==> src/rtl/hazard_pkg.sv <==
// Shared types and helpers for the EX-stage forwarding / load-use unit.
// Slot tags are stored at MAX_AW bits so one struct serves every REG_AW.
package hazard_pkg;

  localparam int MAX_AW        = 8;
  localparam int MAX_SLOTS     = 8;
  localparam int FWD_RF        = 0;
  localparam int FWD_SLOT_BASE = 1;

  typedef struct packed {
    logic              valid;
    logic [MAX_AW-1:0] rd;
    logic              regwrite;
    logic              is_load;
  } slot_t;

  function automatic int prio_match(
    input logic [MAX_SLOTS-1:0] hit
  );
    int sel;
    sel = FWD_RF;
    for (int k = MAX_SLOTS - 1; k >= 0; k--) begin
      if (hit[k]) sel = FWD_SLOT_BASE + k;
    end
    return sel;
  endfunction

endpackage

==> src/rtl/hazard_forward_unit_if.sv <==
// Pipeline-facing bundle of the forwarding / hazard unit.
// master = pipeline control side, slave = hazard unit.
interface hazard_forward_unit_if #(
  parameter int REG_AW  = 5,
  parameter int NUM_SRC = 2,
  parameter int SEL_W   = 2
);

  logic                      advance;
  logic                      flush;
  logic                      ex_valid;
  logic [REG_AW-1:0]         ex_rd;
  logic                      ex_regwrite;
  logic                      ex_is_load;
  logic [NUM_SRC*REG_AW-1:0] ex_rs;
  logic                      id_valid;
  logic [NUM_SRC*REG_AW-1:0] id_rs;
  logic [NUM_SRC*SEL_W-1:0]  fwd_sel;
  logic                      stall;
  logic [15:0]               stall_count;

  modport master (
    output advance, flush,
    output ex_valid, ex_rd, ex_regwrite,
    output ex_is_load, ex_rs,
    output id_valid, id_rs,
    input  fwd_sel, stall, stall_count
  );

  modport slave (
    input  advance, flush,
    input  ex_valid, ex_rd, ex_regwrite,
    input  ex_is_load, ex_rs,
    input  id_valid, id_rs,
    output fwd_sel, stall, stall_count
  );

endinterface

==> src/rtl/hazard_forward_unit_fwd_tag_pipe.sv <==
// Shadow shift register of destination tags for instructions past EX.
// Slot 0 is EX/Mem; a flush turns the entering tag into a bubble.
module fwd_tag_pipe
  import hazard_pkg::*;
#(
  parameter int FWD_DEPTH = 2
) (
  input  logic clk,
  input  logic reset,
  input  logic advance,
  input  logic flush,
  input  slot_t ex_slot,
  output logic [FWD_DEPTH*$bits(slot_t)-1:0] slots_flat
);

  slot_t [FWD_DEPTH-1:0] q;
  slot_t                 entry;

  always_comb begin
    entry       = ex_slot;
    entry.valid = ex_slot.valid & ~flush;
  end

  always_ff @(posedge clk or posedge reset) begin
    if (reset) begin
      q <= '0;
    end else if (advance) begin
      q[0] <= entry;
      for (int k = 1; k < FWD_DEPTH; k++) begin
        q[k] <= q[k-1];
      end
    end
  end

  assign slots_flat = q;

endmodule

==> src/rtl/hazard_forward_unit.sv <==
// EX-stage operand forwarding select and load-use stall generation.
// Youngest matching producer wins; stall cycles counted, saturating.
module hazard_forward_unit
  import hazard_pkg::*;
#(
  parameter int REG_AW    = 5,
  parameter int NUM_SRC   = 2,
  parameter int FWD_DEPTH = 2,
  parameter int LOAD_LAT  = 1,
  localparam int SEL_W    = $clog2(FWD_DEPTH + 1)
) (
  input logic clk,
  input logic reset,
  hazard_forward_unit_if.slave bus
);

  slot_t                              ex_slot;
  slot_t [FWD_DEPTH-1:0]              slots;
  logic [FWD_DEPTH*$bits(slot_t)-1:0] slots_flat;
  logic [NUM_SRC*SEL_W-1:0]           fwd_sel;
  logic [NUM_SRC-1:0]                 escape;
  logic [MAX_SLOTS-1:0]               hit;
  logic [REG_AW-1:0]                  rs;
  logic [REG_AW-1:0]                  id_src;
  logic                               found;
  logic                               ld_use;
  logic                               ex_load_prod;
  logic                               stall;
  logic [15:0]                        stall_count;

  always_comb begin
    ex_slot          = '0;
    ex_slot.valid    = bus.ex_valid;
    ex_slot.rd       = MAX_AW'(bus.ex_rd);
    ex_slot.regwrite = bus.ex_regwrite;
    ex_slot.is_load  = bus.ex_is_load;
  end

  fwd_tag_pipe #(
    .FWD_DEPTH(FWD_DEPTH)
  ) u_pipe (
    .clk       (clk),
    .reset     (reset),
    .advance   (bus.advance),
    .flush     (bus.flush),
    .ex_slot   (ex_slot),
    .slots_flat(slots_flat)
  );

  assign slots = slots_flat;

  function automatic logic produces(
    input slot_t             t,
    input logic [REG_AW-1:0] r
  );
    return t.valid && t.regwrite &&
           (t.rd != '0) && (t.rd == MAX_AW'(r));
  endfunction

  always_comb begin
    fwd_sel = '0;
    escape  = '0;
    hit     = '0;
    rs      = '0;
    found   = 1'b0;
    for (int s = 0; s < NUM_SRC; s++) begin
      rs    = bus.ex_rs[s*REG_AW +: REG_AW];
      hit   = '0;
      found = 1'b0;
      for (int k = 0; k < FWD_DEPTH; k++) begin
        hit[k] = produces(slots[k], rs);
        // winner too young to carry load data => escaped hazard
        if (!found && hit[k]) begin
          found     = 1'b1;
          escape[s] = (k < LOAD_LAT) && slots[k].is_load;
        end
      end
      fwd_sel[s*SEL_W +: SEL_W] = SEL_W'(prio_match(hit));
    end
  end

  assign ex_load_prod = bus.ex_valid && bus.ex_regwrite &&
                        bus.ex_is_load && (bus.ex_rd != '0);

  always_comb begin
    ld_use = 1'b0;
    id_src = '0;
    for (int s = 0; s < NUM_SRC; s++) begin
      id_src = bus.id_rs[s*REG_AW +: REG_AW];
      if (LOAD_LAT >= 1 && ex_load_prod &&
          bus.ex_rd == id_src) begin
        ld_use = 1'b1;
      end
      for (int k = 0; k < FWD_DEPTH; k++) begin
        if (k + 1 < LOAD_LAT && slots[k].is_load &&
            produces(slots[k], id_src)) begin
          ld_use = 1'b1;
        end
      end
    end
  end

  // reset masks the EX-input term so stall drops at once
  assign stall = !reset && bus.id_valid && ld_use;

  always_ff @(posedge clk or posedge reset) begin
    if (reset) begin
      stall_count <= '0;
    end else if (stall && stall_count != 16'hFFFF) begin
      stall_count <= stall_count + 16'd1;
    end
  end

  assign bus.fwd_sel     = fwd_sel;
  assign bus.stall       = stall;
  assign bus.stall_count = stall_count;

`ifndef SYNTHESIS
  a_no_escape: assert property (
    @(posedge clk) disable iff (reset)
      !(bus.ex_valid && |escape)
  );
`endif

endmodule

==> src/flat_wrapper.sv <==
// flat-port wrapper written by rule: the top's interface ports become plain ports
module hazard_forward_unit_flat import hazard_pkg::*;
#(
  parameter int REG_AW    = 5,
  parameter int NUM_SRC   = 2,
  parameter int FWD_DEPTH = 2,
  parameter int LOAD_LAT  = 1,
  localparam int SEL_W    = $clog2(FWD_DEPTH + 1)
)
  (clk, reset, bus_advance, bus_flush, bus_ex_valid, bus_ex_rd, bus_ex_regwrite, bus_ex_is_load, bus_ex_rs, bus_id_valid, bus_id_rs, bus_fwd_sel, bus_stall, bus_stall_count);
  hazard_forward_unit_if #(.REG_AW(REG_AW), .NUM_SRC(NUM_SRC), .SEL_W(2)) bus_i ();
  input logic clk;
  input logic reset;
  input wire logic [$bits(bus_i.advance)-1:0] bus_advance;
  input wire logic [$bits(bus_i.flush)-1:0] bus_flush;
  input wire logic [$bits(bus_i.ex_valid)-1:0] bus_ex_valid;
  input wire logic [$bits(bus_i.ex_rd)-1:0] bus_ex_rd;
  input wire logic [$bits(bus_i.ex_regwrite)-1:0] bus_ex_regwrite;
  input wire logic [$bits(bus_i.ex_is_load)-1:0] bus_ex_is_load;
  input wire logic [$bits(bus_i.ex_rs)-1:0] bus_ex_rs;
  input wire logic [$bits(bus_i.id_valid)-1:0] bus_id_valid;
  input wire logic [$bits(bus_i.id_rs)-1:0] bus_id_rs;
  output wire logic [$bits(bus_i.fwd_sel)-1:0] bus_fwd_sel;
  output wire logic [$bits(bus_i.stall)-1:0] bus_stall;
  output wire logic [$bits(bus_i.stall_count)-1:0] bus_stall_count;
  assign bus_i.advance = bus_advance;
  assign bus_i.flush = bus_flush;
  assign bus_i.ex_valid = bus_ex_valid;
  assign bus_i.ex_rd = bus_ex_rd;
  assign bus_i.ex_regwrite = bus_ex_regwrite;
  assign bus_i.ex_is_load = bus_ex_is_load;
  assign bus_i.ex_rs = bus_ex_rs;
  assign bus_i.id_valid = bus_id_valid;
  assign bus_i.id_rs = bus_id_rs;
  assign bus_fwd_sel = bus_i.fwd_sel;
  assign bus_stall = bus_i.stall;
  assign bus_stall_count = bus_i.stall_count;
  hazard_forward_unit #(.REG_AW(REG_AW), .NUM_SRC(NUM_SRC), .FWD_DEPTH(FWD_DEPTH), .LOAD_LAT(LOAD_LAT)) u_core (.clk(clk), .reset(reset), .bus(bus_i));
endmodule
==> config.mk <==
export PLATFORM = sky130hd
export DESIGN_NAME = hazard_forward_unit_flat
export DESIGN_NICKNAME = d
export VERILOG_FILES = /design/src/rtl/hazard_pkg.sv /design/src/rtl/hazard_forward_unit_if.sv /design/src/rtl/hazard_forward_unit_fwd_tag_pipe.sv /design/src/rtl/hazard_forward_unit.sv /design/src/flat_wrapper.sv
export SDC_FILE = /design/constraint.sdc
export NUM_CORES = 1
export LEC_CHECK = 0
export CAP_MARGIN = 20
export CORE_ASPECT_RATIO = 1.1
export CORE_MARGIN = 1.5
export CORE_UTILIZATION = 54
export CTS_CLUSTER_DIAMETER = 100
export CTS_CLUSTER_SIZE = 28
export DETAILED_ROUTE_END_ITERATION = 10
export DONT_BUFFER_PORTS = 1
export PLACE_DENSITY = 0.69
export SLEW_MARGIN = 0
export SYNTH_ARGS = -nofsm -noshare
export SYNTH_HDL_FRONTEND = slang
export SYNTH_SLANG_ARGS = --single-unit
==> constraint.sdc <==
create_clock -name clk -period 2.2 [get_ports clk]
set_clock_uncertainty 0.2 [all_clocks]
set_input_delay 0.44 -clock clk [delete_from_list [all_inputs] [get_ports clk]]
set_output_delay 0.44 -clock clk [all_outputs]
set_load 0.05 [all_outputs]
After elaboration in Yosys (flattened, before gate mapping) --
Cells that the tools add are included.
Word-level totals: register bits 30, bits in latches 0, RAM bits 0, ROM bits 0, bits of input ports 33, logic and storage cells 43, memories 0
Cells by class: add/subtract/negate cells 1, $mul 0, div/mod/pow operators 0, $lt $le $gt $ge 0, equality and inequality tests 7, shift-type cells 0, mux-type cells 6, bitwise logic cells 2, reductions and logical operators 20
Operators by type and width (count):
- $eq 5x5->1 | 6
- $add 16x1->16 const B | 1
- $logic_and 1x1->1 | 16
- $ne 16x16->1 const B | 1
- $reduce_bool 8->1 | 2
- $mux 2 | 4
- $reduce_bool 5->1 | 1
- $mux 1 | 2
- $and 1x1->1 | 1
- $logic_not 1->1 | 1
- $not 1->1 | 1

Logic depth before layout (Yosys ltp) --
Gate-level depths: netlist of run 1.
word-level depth 8, mapped depth 6, gate-level depth less buffers 6

Hierarchy --
Synthesis of run 1 repeated with hierarchy kept, for this count alone.
Second synthesis, totals: cells, all modules 183, area, all modules 2068.2 µm²
By module, submodules not included:
- hazard_forward_unit | instances 1, cells each 134, area an instance 1241.2 µm², sequential area each 400.4 µm²
- fwd_tag_pipe | instances 1, cells each 49, area an instance 827.0 µm², sequential area each 550.5 µm²

Least setup slack after synthesis of run 1 --
No wires, ideal clock.
kind reg-to-output, start point register u_core.u_pipe.q (netlist bit u_core.u_pipe.slots_flat[4]), end point output port bus_fwd_sel[1], arrival time 2.992 ns, required time 1.560 ns, setup slack -1.432 ns, stages on the path, launching flop included 5, cells stage by stage dfrtp_1 or4_1 o211ai_1 nor4_1 nor4_1
Between the ends: longest elaborated chain between the ends 4
Ends and longest elaborated chain:
- start, declared | RTL line hazard_forward_unit_fwd_tag_pipe.sv:16 | slot_t [FWD_DEPTH-1:0] q;
- start signal, assigned by index | RTL line hazard_forward_unit_fwd_tag_pipe.sv:30 | q[k] <= q[k-1];
- $reduce_bool 8->1 | RTL line hazard_forward_unit.sv:57 | (t.rd != '0) && (t.rd == MAX_AW'(r));
- $logic_and 1x1->1 | RTL line hazard_forward_unit.sv:56 | return t.valid && t.regwrite &&
- $logic_and 1x1->1 (*) | RTL line hazard_forward_unit.sv:57
- $mux 2 (*) | RTL line hazard_pkg.sv:23 | if (hit[k]) sel = FWD_SLOT_BASE + k;
- end, declared | RTL line flat_wrapper.sv:23 | output wire logic [$bits(bus_i.fwd_sel)-1:0] bus_fwd_sel;
Mark *: on every way between the ends. The rest lies on a longest branch, timed or not.

Worst setup path in the final report of run 1 --
start point register u_core.u_pipe.q (netlist bit u_core.u_pipe.slots_flat[17]), end point output port bus_fwd_sel[3]
Between the ends: longest elaborated chain between the ends 5
Ends and longest elaborated chain (RTL line):
- $reduce_bool 8->1 | hazard_forward_unit.sv:57
- $logic_and 1x1->1 | hazard_forward_unit.sv:56
- $logic_and 1x1->1 (*) | hazard_forward_unit.sv:57
- $mux 2 (*) (2 in series) | hazard_pkg.sv:23
Marks and branches as above.

==> flow_metrics.env, run 1 <==
export IMPL_grt_first_pass_wirelength_mm=6.64
export IMPL_rr_startpoint="u_core.bus.stall_count[1]"
export IMPL_worstSetupPathType="flip-flop to primary output"
export IMPL_synthTopCellsByCount="30 x dfrtp_1, 27 x xnor2_1, 18 x xor2_1"
export IMPL_violations="negative setup slack"
export IMPL_place_congestion=0.959
export IMPL_fin_total_pwr_mw=1.19
export IMPL_synth_seq_area_share=0.430
export IMPL_fillers=238
export IMPL_post_route_period_util=1.22
export IMPL_clock_path_buffers=2
export IMPL_die_h_um=62.6
export IMPL_antenna_found_initial=0
export IMPL_synth_fa_ha_area_frac=0.00717
export IMPL_r2r_slack_ns=0.11
export IMPL_min_from="bus_ex_rd[4]"
export IMPL_port_buffers=0
export IMPL_holdPathStages=1
export IMPL_synth_compound_area_frac=0.0387
export IMPL_avgSynthCellArea_um2=11.1
export IMPL_synth_simple_gate_area_share=0.194
export IMPL_synth_area_leader_cell="dfrtp_1"
export IMPL_clk_pin_slew_ns=0.09
export IMPL_synth_xor_area_frac=0.226
export IMPL_numCtsBuffers=5
export IMPL_hold_path_end="u_core.u_pipe.slots_flat[6]"
export IMPL_startpoint_type="flip-flop"
export IMPL_rsz0062_at_grt="true"
export IMPL_grt_start_max_net_pins=31
export IMPL_diodes=0
export IMPL_hold_violations=0
export IMPL_fin_setup_tns_ns=-1.48
export IMPL_synthesis_nets=191
export IMPL_synth_mux_area_frac=0.0925
export IMPL_cts_tree="done"
export IMPL_dp_slack_ns=-0.162
export IMPL_num_rows=21
export IMPL_syn_to_final_growth_pct=26.8
export IMPL_drtIter0Drc=23
export IMPL_cp_max_fo=4
export IMPL_dr_pass1_iters=4
export IMPL_slew_violations=0
export IMPL_critPathCaptureType="primary output"
export IMPL_synth_edf_count=0
export IMPL_syn_cell_area_mm2=0.00174
export IMPL_synth_warnings=0
export IMPL_vdd_drop_max_v=0.000420
export IMPL_hold_path_class="input pin to flip-flop"
export IMPL_power_density_mw_per_mm2=538
export IMPL_grt_overflow=0
export IMPL_asyncSetResetFlopFracSynth=1.00
export IMPL_synth_area_top_cells="dfrtp_1 43%, xnor2_1 14%, xor2_1 9.0%"
export IMPL_p_leak_nw=0.946
export IMPL_start_util=0.567
export IMPL_crit_required_ns=1.56
export IMPL_cpPeakStageDelay_ns=0.56
export IMPL_synth_most_common_cell="dfrtp_1"
export IMPL_dieArea_mm2=0.00358
export IMPL_synth_top_family_by_area="XOR/XNOR gates"
export IMPL_coreArea_mm2=0.00307
export IMPL_setup_violations=4
export IMPL_htreeDepth=2
export IMPL_synth_top_area_frac=0.430
export IMPL_finalNetCount=232
export IMPL_gr_usage_all_layers=0.246
export IMPL_avgRoutedWirePerCell_um=17.2
export IMPL_relSlewSlack=0.723
export IMPL_cts_root_buf="clkbuf_4"
export IMPL_dp_hpwl_mm=3.11
export IMPL_drive_gt1_frac=0.352
export IMPL_drtAntennaViolNets=0
export IMPL_tightest_slew_ns=0.412
export IMPL_timing_final_ws_setup_ns=-0.477
export IMPL_die_w_um=57.2
export IMPL_outcome="finished with violations"
export IMPL_synthFlopType="dfrtp_1"
export IMPL_synth_cell_types=30
export IMPL_ios=54
export IMPL_max_freq_ghz=0.374
export IMPL_crit_path_top_delay_cell="or4_4"
export IMPL_vias=1373
export IMPL_rr_worst_depth=6
export IMPL_grt_pass1_vias=1532
export IMPL_seq_area_um2=753
export IMPL_post_route_drc_count=0
export IMPL_cts_sinks=30
export IMPL_ys_ff_latch=30
export IMPL_clk_latency_ns=0.33
export IMPL_multi_input_area_mm2=0.00105
export IMPL_cp_cell_sequence="or4_1, o211ai_1, or4_4, nor4_4, buf_6"
export IMPL_crit_arrival_ns=2.04
export IMPL_syn_inst=157
export IMPL_routed_wl_mm=4.01
export IMPL_max_cap_viol_count=0
export IMPL_rr_endpoint="u_core.bus.stall_count[1]"
export IMPL_post_route_min_period_ns=2.68
export IMPL_viasPerCell=5.89
[layout make-up]
class,instances,area share
well taps,34,0.0192
flip-flops and latches,30,0.340
clock buffers,7,0.0249
repair buffers,37,0.136
inverters,2,0.00339
clock inverters,1,0.00226
multi-input cells,122,0.474
[flip-flops by register name, indices dropped and copies added (netlist names)]
signal	count
u_core.bus.stall_count	16
u_core.u_pipe.slots_flat	14
[repair_timing]
action,CTS,global route
hold buffers,3,0
setup buffers,1,0
endpoints found under the setup margin,4,4
hold endpoints to repair,31,0
resized for setup,8,0
pin swaps,1,0
[worst max-delay path, delay by kind of cell (launching register included)]
kind / cells / cell delay, ns
and+or+nand+nor: 3 / 0.99
AOI/OAI and AO/OA: 1 / 0.10
buffers and inverters: 1 / 0.19
DFF: 1 / 0.42
[worst max-delay path by stage]
stage | start | endpoint | depth (start not counted)
CTS | u_core.u_pipe.slots_flat[17] | bus_fwd_sel[1] | 5
detailed placement | u_core.u_pipe.slots_flat[17] | bus_fwd_sel[1] | 5
global placement | u_core.u_pipe.slots_flat[17] | bus_fwd_sel[3] | 5
global route | u_core.u_pipe.slots_flat[17] | bus_fwd_sel[3] | 5
finish | u_core.u_pipe.slots_flat[17] | bus_fwd_sel[3] | 5
floorplan | u_core.u_pipe.slots_flat[4] | bus_fwd_sel[1] | 4
[kinds of logic (layout without fill, tap and decap cells)]
logic type | count (synthesis) | count (layout)
AND/OR/NAND/NOR | 55 | 55
XOR/XNOR | 45 | 45
flip-flops | 30 | 30
multiplexers | 14 | 14
AO/OA/AOI/OAI | 7 | 7
buffers and inverters | 5 | 47
adder cells (fa/ha/maj) | 1 | 1
[per-layer routing]
layer,vias up,global-route usage,part of all wire
li1,655,-,-
met1,670,0.241,0.36
met2,38,0.448,0.56
met3,10,0.0787,0.050
met4,0,0.125,0.028
met5,-,0,0
[placed cells by master (no fill, tap or decap), types with 3 or more instances in the layout]
cell,netlist,routed
buf_4,0,30
dfrtp_1,30,28
xnor2_1,27,27
xor2_1,18,18
mux2_2,13,13
nand3_1,11,11
nand2_1,9,9
nand4_1,7,7
and3_1,5,5
clkbuf_4,0,5
nor4_4,0,4
buf_6,0,4
or4_4,1,3
nor4b_1,3,3
dlygate4sd3_1,0,3
[per-stage QoR]
step,utilization,cells,cell area [µm²],hold slack (ns)
6_report,0.720,233,2210,0.0562
5_1_grt,0.720,233,2210,0.0369
4_1_cts,0.720,233,2210,0.0346
3_5_place_dp,0.675,221,2070,0.225
3_3_place_gp,0.675,221,2070,0.217
2_1_floorplan,-,157,1800,0.281
[power breakdown]
| part | total [mW] | internal (mW) | switching (mW) |
|---|---|---|---|
| Clock | 0.336 | 0.155 | 0.181 |
| Sequential | 0.616 | 0.586 | 0.0300 |
| Combinational | 0.240 | 0.122 | 0.117 |
| Total | 1.19 | 0.863 | 0.328 |
Note: power is estimated with default switching activity, not from simulation.
==> run 2, diff against run 1 <==
--- a/config.mk
+++ b/config.mk
@@ -13,6 +13,7 @@
 export CTS_CLUSTER_SIZE = 28
 export DETAILED_ROUTE_END_ITERATION = 10
 export DONT_BUFFER_PORTS = 1
+export MAX_ROUTING_LAYER = met4
 export PLACE_DENSITY = 0.69
 export SLEW_MARGIN = 0
 export SYNTH_ARGS = -nofsm -noshare
==> flow_metrics.env, run 2 (synthesized netlist as in run 1, its figures left out) <==
export IMPL_coreArea_mm2=0.00307
export IMPL_setup_violations=4
export IMPL_vias=1357
export IMPL_power_density_mw_per_mm2=543
export IMPL_clk_pin_slew_ns=0.09
export IMPL_post_route_drc_count=0
export IMPL_cp_max_fo=3
export IMPL_clk_latency_ns=0.34
export IMPL_drive_gt1_frac=0.368
export IMPL_drtAntennaViolNets=0
export IMPL_grt_overflow=0
export IMPL_die_h_um=62.6
export IMPL_die_w_um=57.2
export IMPL_p_leak_nw=0.958
export IMPL_dp_hpwl_mm=2.98
export IMPL_dr_pass1_iters=4
export IMPL_htreeDepth=2
export IMPL_crit_arrival_ns=2.04
export IMPL_start_util=0.567
export IMPL_ios=54
export IMPL_cp_cell_sequence="or4_4, o211ai_1, or4_4, nor4_4, buf_6"
export IMPL_largest_register_ffs=16
export IMPL_cpPeakStageDelay_ns=0.56
export IMPL_post_route_min_period_ns=2.68
export IMPL_num_rows=21
export IMPL_dp_slack_ns=-0.171
export IMPL_gr_usage_all_layers=0.252
export IMPL_hold_path_class="input pin to flip-flop"
export IMPL_avgRoutedWirePerCell_um=16.5
export IMPL_startpoint_type="flip-flop"
export IMPL_timing_final_ws_setup_ns=-0.475
export IMPL_crit_required_ns=1.56
export IMPL_grt_start_max_net_pins=31
export IMPL_syn_to_final_growth_pct=28.3
export IMPL_diodes=0
export IMPL_routed_wl_mm=3.89
export IMPL_tightest_slew_ns=0.396
export IMPL_worstSetupPathType="flip-flop to primary output"
export IMPL_clock_path_buffers=2
export IMPL_numCtsBuffers=5
export IMPL_finalNetCount=234
export IMPL_crit_path_top_delay_cell="or4_4"
export IMPL_utilization=0.728
export IMPL_post_route_period_util=1.22
export IMPL_place_congestion=0.943
export IMPL_antenna_found_initial=0
export IMPL_vdd_drop_max_v=0.000416
export IMPL_viasPerCell=5.77
export IMPL_rsz0062_at_grt="true"
export IMPL_drtIter0Drc=18
export IMPL_max_cap_viol_count=0
export IMPL_fin_setup_tns_ns=-1.46
export IMPL_max_freq_ghz=0.374
export IMPL_critPathCaptureType="primary output"
export IMPL_grt_first_pass_wirelength_mm=6.67
export IMPL_cts_sinks=30
export IMPL_mostFrequentLayoutCells="31 x buf_4, 28 x dfrtp_1, 27 x xnor2_1"
export IMPL_port_buffers=0
export IMPL_cts_root_buf="clkbuf_4"
export IMPL_dieArea_mm2=0.00358
export IMPL_slew_violations=0
export IMPL_grt_pass1_vias=1475
export IMPL_cpMostUsedCell="or4_4"
export IMPL_relSlewSlack=0.734
export IMPL_violations="negative setup slack"
export IMPL_hold_violations=0
export IMPL_layout_commonest_cell="buf_4"
export IMPL_outcome="finished with violations"
export IMPL_cts_tree="done"
export IMPL_top_register="u_core.bus.stall_count"
run 2: cell types whose count changed in the layout (fill, tap and decap cells not counted):
cell | previous run | this run
clkbuf_1 | 1 | 0
buf_6 | 4 | 5
or4_1 | 2 | 1
clkinvlp_4 | 0 | 1
or4_4 | 3 | 4
buf_4 | 30 | 31
run 2: worst max-delay path, delay by kind of cell (launching register included):
| family | cells | cell delay (ns) |
|---|---|---|
| buffers and inverters | 1 | 0.19 |
| and+or+nand+nor | 3 | 1.00 |
| AOI/OAI and AO/OA | 1 | 0.10 |
| DFF | 1 | 0.41 |
run 2: final timing paths:
path                                                    from                     endpoint  slack [ns]  cells past startpoint
worst max-delay path            u_core.u_pipe.slots_flat[14]               bus_fwd_sel[3]       -0.48                      5
worst min-delay path                            bus_ex_rd[2]  u_core.u_pipe.slots_flat[4]        0.05                      1
worst max register to register     u_core.bus.stall_count[1]    u_core.bus.stall_count[1]        0.15                      6
worst min register to register    u_core.bus.stall_count[11]   u_core.bus.stall_count[11]        0.32                      1
max in group asynchronous                              reset    u_core.bus.stall_count[1]        1.08                      3
min in group asynchronous                              reset    u_core.bus.stall_count[7]        0.43                      3
run 2: final cells by class:
type | count | area, µm²
Clock buffer | 6 | 51.3
Sequential cell | 30 | 753
Fill cell | 227 | 836
Clock inverter | 2 | 12.5
Inverter | 2 | 7.51
Multi-Input combinational cell | 122 | 1050
Timing Repair Buffer | 39 | 319
Tap cell | 34 | 42.5
run 2: per-layer routing:
metal,global-route usage,part of all wire,routed length (µm)
met1,0.254,0.36,1390
met3,0.0828,0.059,231
met2,0.431,0.55,2130
met4,0.122,0.033,129
met5,-,0,0
run 2: metrics by stage:
stage / std cells / area, µm² / hold WS [ns] / power, mW
2_1_floorplan: 157 / 1800 / 0.281 / 0.783
3_3_place_gp: 221 / 2070 / 0.217 / 0.838
3_5_place_dp: 221 / 2070 / 0.228 / 0.848
4_1_cts: 233 / 2190 / 0.0272 / 1.21
5_1_grt: 235 / 2240 / 0.0195 / 1.29
6_report: 235 / 2240 / 0.0489 / 1.22
run 2: timing repair:
| action | CTS | global route |
|---|---|---|
| setup endpoints to repair | 4 | 4 |
| hold buffers | 3 | 0 |
| pin swaps | 1 | 3 |
| cloned | 0 | 0 |
| resized for setup | 5 | 5 |
| buffers inserted | 1 | 2 |
| hold endpoints to repair | 31 | 0 |
run 2: power by group:
part	internal (mW)	switching, mW
sequential	0.586	0.0300
clock	0.153	0.195
combinational	0.131	0.120
total	0.871	0.345
==> run 3, diff against run 2 <==
--- a/config.mk
+++ b/config.mk
@@ -14,7 +14,7 @@
 export DETAILED_ROUTE_END_ITERATION = 10
 export DONT_BUFFER_PORTS = 1
 export MAX_ROUTING_LAYER = met4
-export PLACE_DENSITY = 0.69
+export PLACE_DENSITY = 0.74
 export SLEW_MARGIN = 0
 export SYNTH_ARGS = -nofsm -noshare
 export SYNTH_HDL_FRONTEND = slang
==> flow_metrics.env, run 3 (synthesized netlist as in run 1, its figures left out) <==
export IMPL_diodes=0
export IMPL_cp_max_fo=3
export IMPL_outcome="finished with violations"
export IMPL_syn_to_final_growth_pct=27.2
export IMPL_tightest_slew_ns=0.589
export IMPL_slew_violations=0
export IMPL_timing_final_ws_setup_ns=-0.479
export IMPL_violations="negative setup slack"
export IMPL_fin_total_pwr_mw=1.21
export IMPL_rr_endpoint="u_core.bus.stall_count[1]"
export IMPL_mostFrequentLayoutCells="29 x buf_4, 27 x dfrtp_1, 26 x xnor2_1"
export IMPL_drtIter0Drc=38
export IMPL_die_h_um=62.6
export IMPL_gr_usage_all_layers=0.257
export IMPL_p_leak_nw=0.948
export IMPL_grt_first_pass_wirelength_mm=6.73
export IMPL_min_from="bus_ex_rd[2]"
export IMPL_hold_violations=0
export IMPL_port_buffers=0
export IMPL_htreeDepth=2
export IMPL_ios=54
export IMPL_drive_gt1_frac=0.364
export IMPL_coreArea_mm2=0.00307
export IMPL_relSlewSlack=0.604
export IMPL_antenna_found_initial=0
export IMPL_hold_path_end="u_core.u_pipe.slots_flat[4]"
export IMPL_vdd_drop_max_v=0.000540
export IMPL_critPathCaptureType="primary output"
export IMPL_rsz0062_at_grt="true"
export IMPL_num_rows=21
export IMPL_grt_overflow=0
export IMPL_grt_pass1_vias=1538
export IMPL_final_cells=232
export IMPL_crit_path_top_delay_cell="or4_4"
export IMPL_rr_worst_depth=6
export IMPL_setup_violations=4
export IMPL_worstSetupPathType="flip-flop to primary output"
export IMPL_cts_root_buf="clkbuf_4"
export IMPL_post_route_period_util=1.22
export IMPL_fillers=241
export IMPL_clk_latency_ns=0.34
export IMPL_max_freq_ghz=0.373
export IMPL_crit_arrival_ns=2.04
export IMPL_routed_wl_mm=4.06
export IMPL_cp_cell_sequence="buf_4, xor2_1, or4_4, nor4_4, buf_6"
export IMPL_largest_register_ffs=16
export IMPL_power_density_mw_per_mm2=547
export IMPL_multi_input_area_mm2=0.00106
export IMPL_grt_start_max_net_pins=31
export IMPL_worst_path_buf_inv=2
export IMPL_holdPathStages=1
export IMPL_dr_pass1_iters=4
export IMPL_clock_path_buffers=2
export IMPL_dp_cells=218
export IMPL_dp_hpwl_mm=3.02
export IMPL_max_cap_viol_count=0
export IMPL_startpoint_type="flip-flop"
export IMPL_crit_required_ns=1.56
export IMPL_place_congestion=0.956
export IMPL_avgRoutedWirePerCell_um=17.5
export IMPL_vias=1409
export IMPL_drtAntennaViolNets=0
export IMPL_start_util=0.567
export IMPL_top_register="u_core.bus.stall_count"
export IMPL_cpPeakStageDelay_ns=0.52
export IMPL_hold_path_class="input pin to flip-flop"
export IMPL_post_route_drc_count=0
export IMPL_rr_startpoint="u_core.bus.stall_count[1]"
export IMPL_r2r_slack_ns=0.19
export IMPL_cts_sinks=30
export IMPL_numCtsBuffers=5
export IMPL_post_route_min_period_ns=2.68
export IMPL_die_w_um=57.2
export IMPL_cts_tree="done"
export IMPL_dieArea_mm2=0.00358
export IMPL_viasPerCell=6.07
export IMPL_finalNetCount=231
export IMPL_seq_area_um2=754
export IMPL_layout_commonest_cell="buf_4"
export IMPL_clk_pin_slew_ns=0.10
export IMPL_fin_setup_tns_ns=-1.59
export IMPL_critical_path_top_delay_family="simple AND/OR/NAND/NOR gates"
run 3: area by class of cell:
type / instances / area share
Clock buffer: 7 / 0.0248
Clock inverter: 1 / 0.00226
Inverter: 2 / 0.00338
Multi-Input combinational cell: 122 / 0.478
Sequential cell: 30 / 0.340
Tap cell: 34 / 0.0192
Timing Repair Buffer: 36 / 0.132
run 3: stage by stage:
stage	util	hold slack (ns)	area [µm²]	worst slack [ns]
CTS	0.719	0.0307	2210	-0.489
global placement	0.667	0.219	2050	-0.101
global route	0.722	0.0199	2220	-0.542
detailed placement	0.667	0.229	2050	-0.200
finish	0.722	0.0398	2220	-0.479
floorplan	-	0.281	1800	-0.429
run 3: metal layers:
| layer | global-route usage | share of wire | vias to the layer above |
|---|---|---|---|
| met5 | - | 0 | - |
| met4 | 0.140 | 0.028 | 0 |
| met3 | 0.0787 | 0.065 | 10 |
| met2 | 0.451 | 0.57 | 51 |
| met1 | 0.247 | 0.34 | 703 |
| li1 | - | - | 645 |
run 3: timing repair:
action	in CTS	in global routing
buffers inserted	4	1
gates resized for setup	10	1
hold buffers	3	0
endpoints found under the hold margin	31	0
setup endpoints to repair	4	4
pin swaps	5	1
run 3: report_power, final:
group	internal, mW	switching, mW	leakage [nW]
clock network	0.155	0.194	0.0353
logic	0.127	0.126	0.528
registers	0.586	0.0264	0.385
run 3: worst max-delay path by stage:
stage / startpoint / endpoint / slack (ns) / cells past startpoint
CTS: u_core.u_pipe.slots_flat[17] / bus_fwd_sel[3] / -0.49 / 5
global placement: u_core.u_pipe.slots_flat[17] / bus_fwd_sel[3] / -0.10 / 5
detailed placement: u_core.u_pipe.slots_flat[17] / bus_fwd_sel[3] / -0.20 / 5
finish: u_core.u_pipe.slots_flat[17] / bus_fwd_sel[1] / -0.48 / 5
global route: u_core.u_pipe.slots_flat[17] / bus_fwd_sel[3] / -0.54 / 5
floorplan: u_core.u_pipe.slots_flat[4] / bus_fwd_sel[1] / -0.43 / 4
run 3: worst register-to-register path, cell delays in order, from the launching register on:
cell and delay, ns:
dfrtp_2 0.37, ha_1 0.21, nand4_1 0.18, nor4_2 0.44, nor2_4 0.09, nand2_2 0.11, mux2_4 0.30
==> variant: new RTL, settings of run 1 <==
Reset style: synchronous (`reset`), changed in 2 clocked blocks.
--- a/src/rtl/hazard_forward_unit_fwd_tag_pipe.sv
+++ b/src/rtl/hazard_forward_unit_fwd_tag_pipe.sv
@@ -22,5 +22,5 @@
   end
 
-  always_ff @(posedge clk or posedge reset) begin
+  always_ff @(posedge clk) begin
     if (reset) begin
       q <= '0;
--- a/src/rtl/hazard_forward_unit.sv
+++ b/src/rtl/hazard_forward_unit.sv
@@ -104,5 +104,5 @@
   assign stall = !reset && bus.id_valid && ld_use;
 
-  always_ff @(posedge clk or posedge reset) begin
+  always_ff @(posedge clk) begin
     if (reset) begin
       stall_count <= '0;
Behaviour: differs if reset is asserted again (counterexample within 4 cycles, from zero or initial values and one cycle with reset high); with reset held inactive, the same outputs for 10 cycles.
==> variant against run 1 <==
  * The run ends with DRC, setup timing left
  * Routed wire length increased by 11%
  * Worst setup slack improved by 0.050 ns
  * Global-route usage rose by 1.9 points
  * Power shrank 12%
  * Cell count up 20%
  * Sequential cell count stayed put
  * Area after synthesis up 1.9%
  * Final area increased by 6.8%
==> variant: results (changes against run 1) <==
** Power and ir drop
- The power density of the placed cells was 442 mW/mm2 (was 538 mW/mm2).
- The total internal power is 777 uW (was 863 uW).
- The leakage power summed over all cells was 0.890 nW (was 0.946 nW).

** Run status
- Status :: finished with violations (unchanged)
- Violated checks :: DRC, setup timing (was setup timing)

** Synth
- The synthesized area divided by synthesized cell count was 8.80 um2 (was 11.1 um2).
- The async set-reset flop share out of synthesis came to 0% (was 100%).
- Top area cells in the synthesized netlist :: sky130_fd_sc_hd__dfxtp_1, sky130_fd_sc_hd__xnor2_1, sky130_fd_sc_hd__mux2i_1 (was sky130_fd_sc_hd__dfrtp_1, sky130_fd_sc_hd__xnor2_1, sky130_fd_sc_hd__xor2_1)
- Ranking of synthesized cells by instance count: sky130_fd_sc_hd__dfxtp_1, sky130_fd_sc_hd__nor2_1, sky130_fd_sc_hd__xnor2_1 (was sky130_fd_sc_hd__dfrtp_1, sky130_fd_sc_hd__xnor2_1, sky130_fd_sc_hd__xor2_1).
- The synthesized-area fraction occupied by xor and xnor cells is 14.8% (was 22.6%).

** Drt
- Post-Route M1 WL :: 1670 um (was 1430 um)
- The wire length on met2 was 2460 um (was 2270 um).
- # DRC :: 6 (was 0)
- Detailed-route wire length per cell :: 16.0 um (was 17.2 um)

** STA
- The worst path setup slack after routing was -0.427 ns (was -0.477 ns).
- Setup TNS :: -1.41 ns (was -1.48 ns)
- The number of setup violations in the final report is 4 (unchanged).

** Hold path
- The end of the worst hold path is u_core.u_pipe.slots_flat[3] (was u_core.u_pipe.slots_flat[6]).
- Cells on Worst Hold Path :: 2 (was 1)

** GRT
- The met2 capacity usage during global routing was 48.0% (was 44.8%).
- Global-route track usage on met3 :: 7.19% (was 7.87%)

** Placed design
- DP Worst Slack :: -0.0841 ns (was -0.162 ns)

** Cells and area
- Clock Network Area Fraction :: 2.54% (was 2.71%)
- FF/Latch Area :: 628 um2 (was 753 um2)
- Portion of the layout cell area used by non-clock buffers :: 16.3% (was 13.6%)
- Non-clock inverter count in the final layout :: 4 (was 2)
- Count of non-filler cells in the finished layout :: 280 (was 233)
- Layout cells sized above 1 :: 36.2% (was 35.2%)

** Setup path
- Slack of the worst reg-to-reg path :: 0.08 ns (was 0.11 ns)
- Crit path arrival time :: 1.99 ns (was 2.04 ns)

** Clock network
- Setup fix buffers added after clock tree synthesis :: 2 (was 1)
-- variant: how the worst max path moves through the flow --
| stage | slack (ns) | endpoint | cells after the start | startpoint |
|---|---|---|---|---|
| 2_1_floorplan | -0.40 | bus_fwd_sel[3] | 4 | u_core.u_pipe.slots_flat[2] |
| 5_1_grt | -0.51 | bus_fwd_sel[3] | 6 | u_core.u_pipe.slots_flat[2] |
| 4_1_cts | -0.45 | bus_fwd_sel[3] | 6 | u_core.u_pipe.slots_flat[2] |
| 6_report | -0.43 | bus_fwd_sel[3] | 6 | u_core.u_pipe.slots_flat[2] |
| 3_5_place_dp | -0.08 | bus_fwd_sel[3] | 4 | bus_ex_rs[9] |
| 3_3_place_gp | -0.08 | bus_fwd_sel[3] | 4 | bus_ex_rs[9] |
-- variant: power by group through the flow --
stage	Clock, mW	Combinational [mW]	Sequential, mW
final	0.343	0.142	0.558
after global routing	0.374	0.157	0.559
after CTS	0.354	0.143	0.557
after detailed placement	0	0.133	0.570
after global placement	0	0.127	0.569
after floorplan	0	0.106	0.573
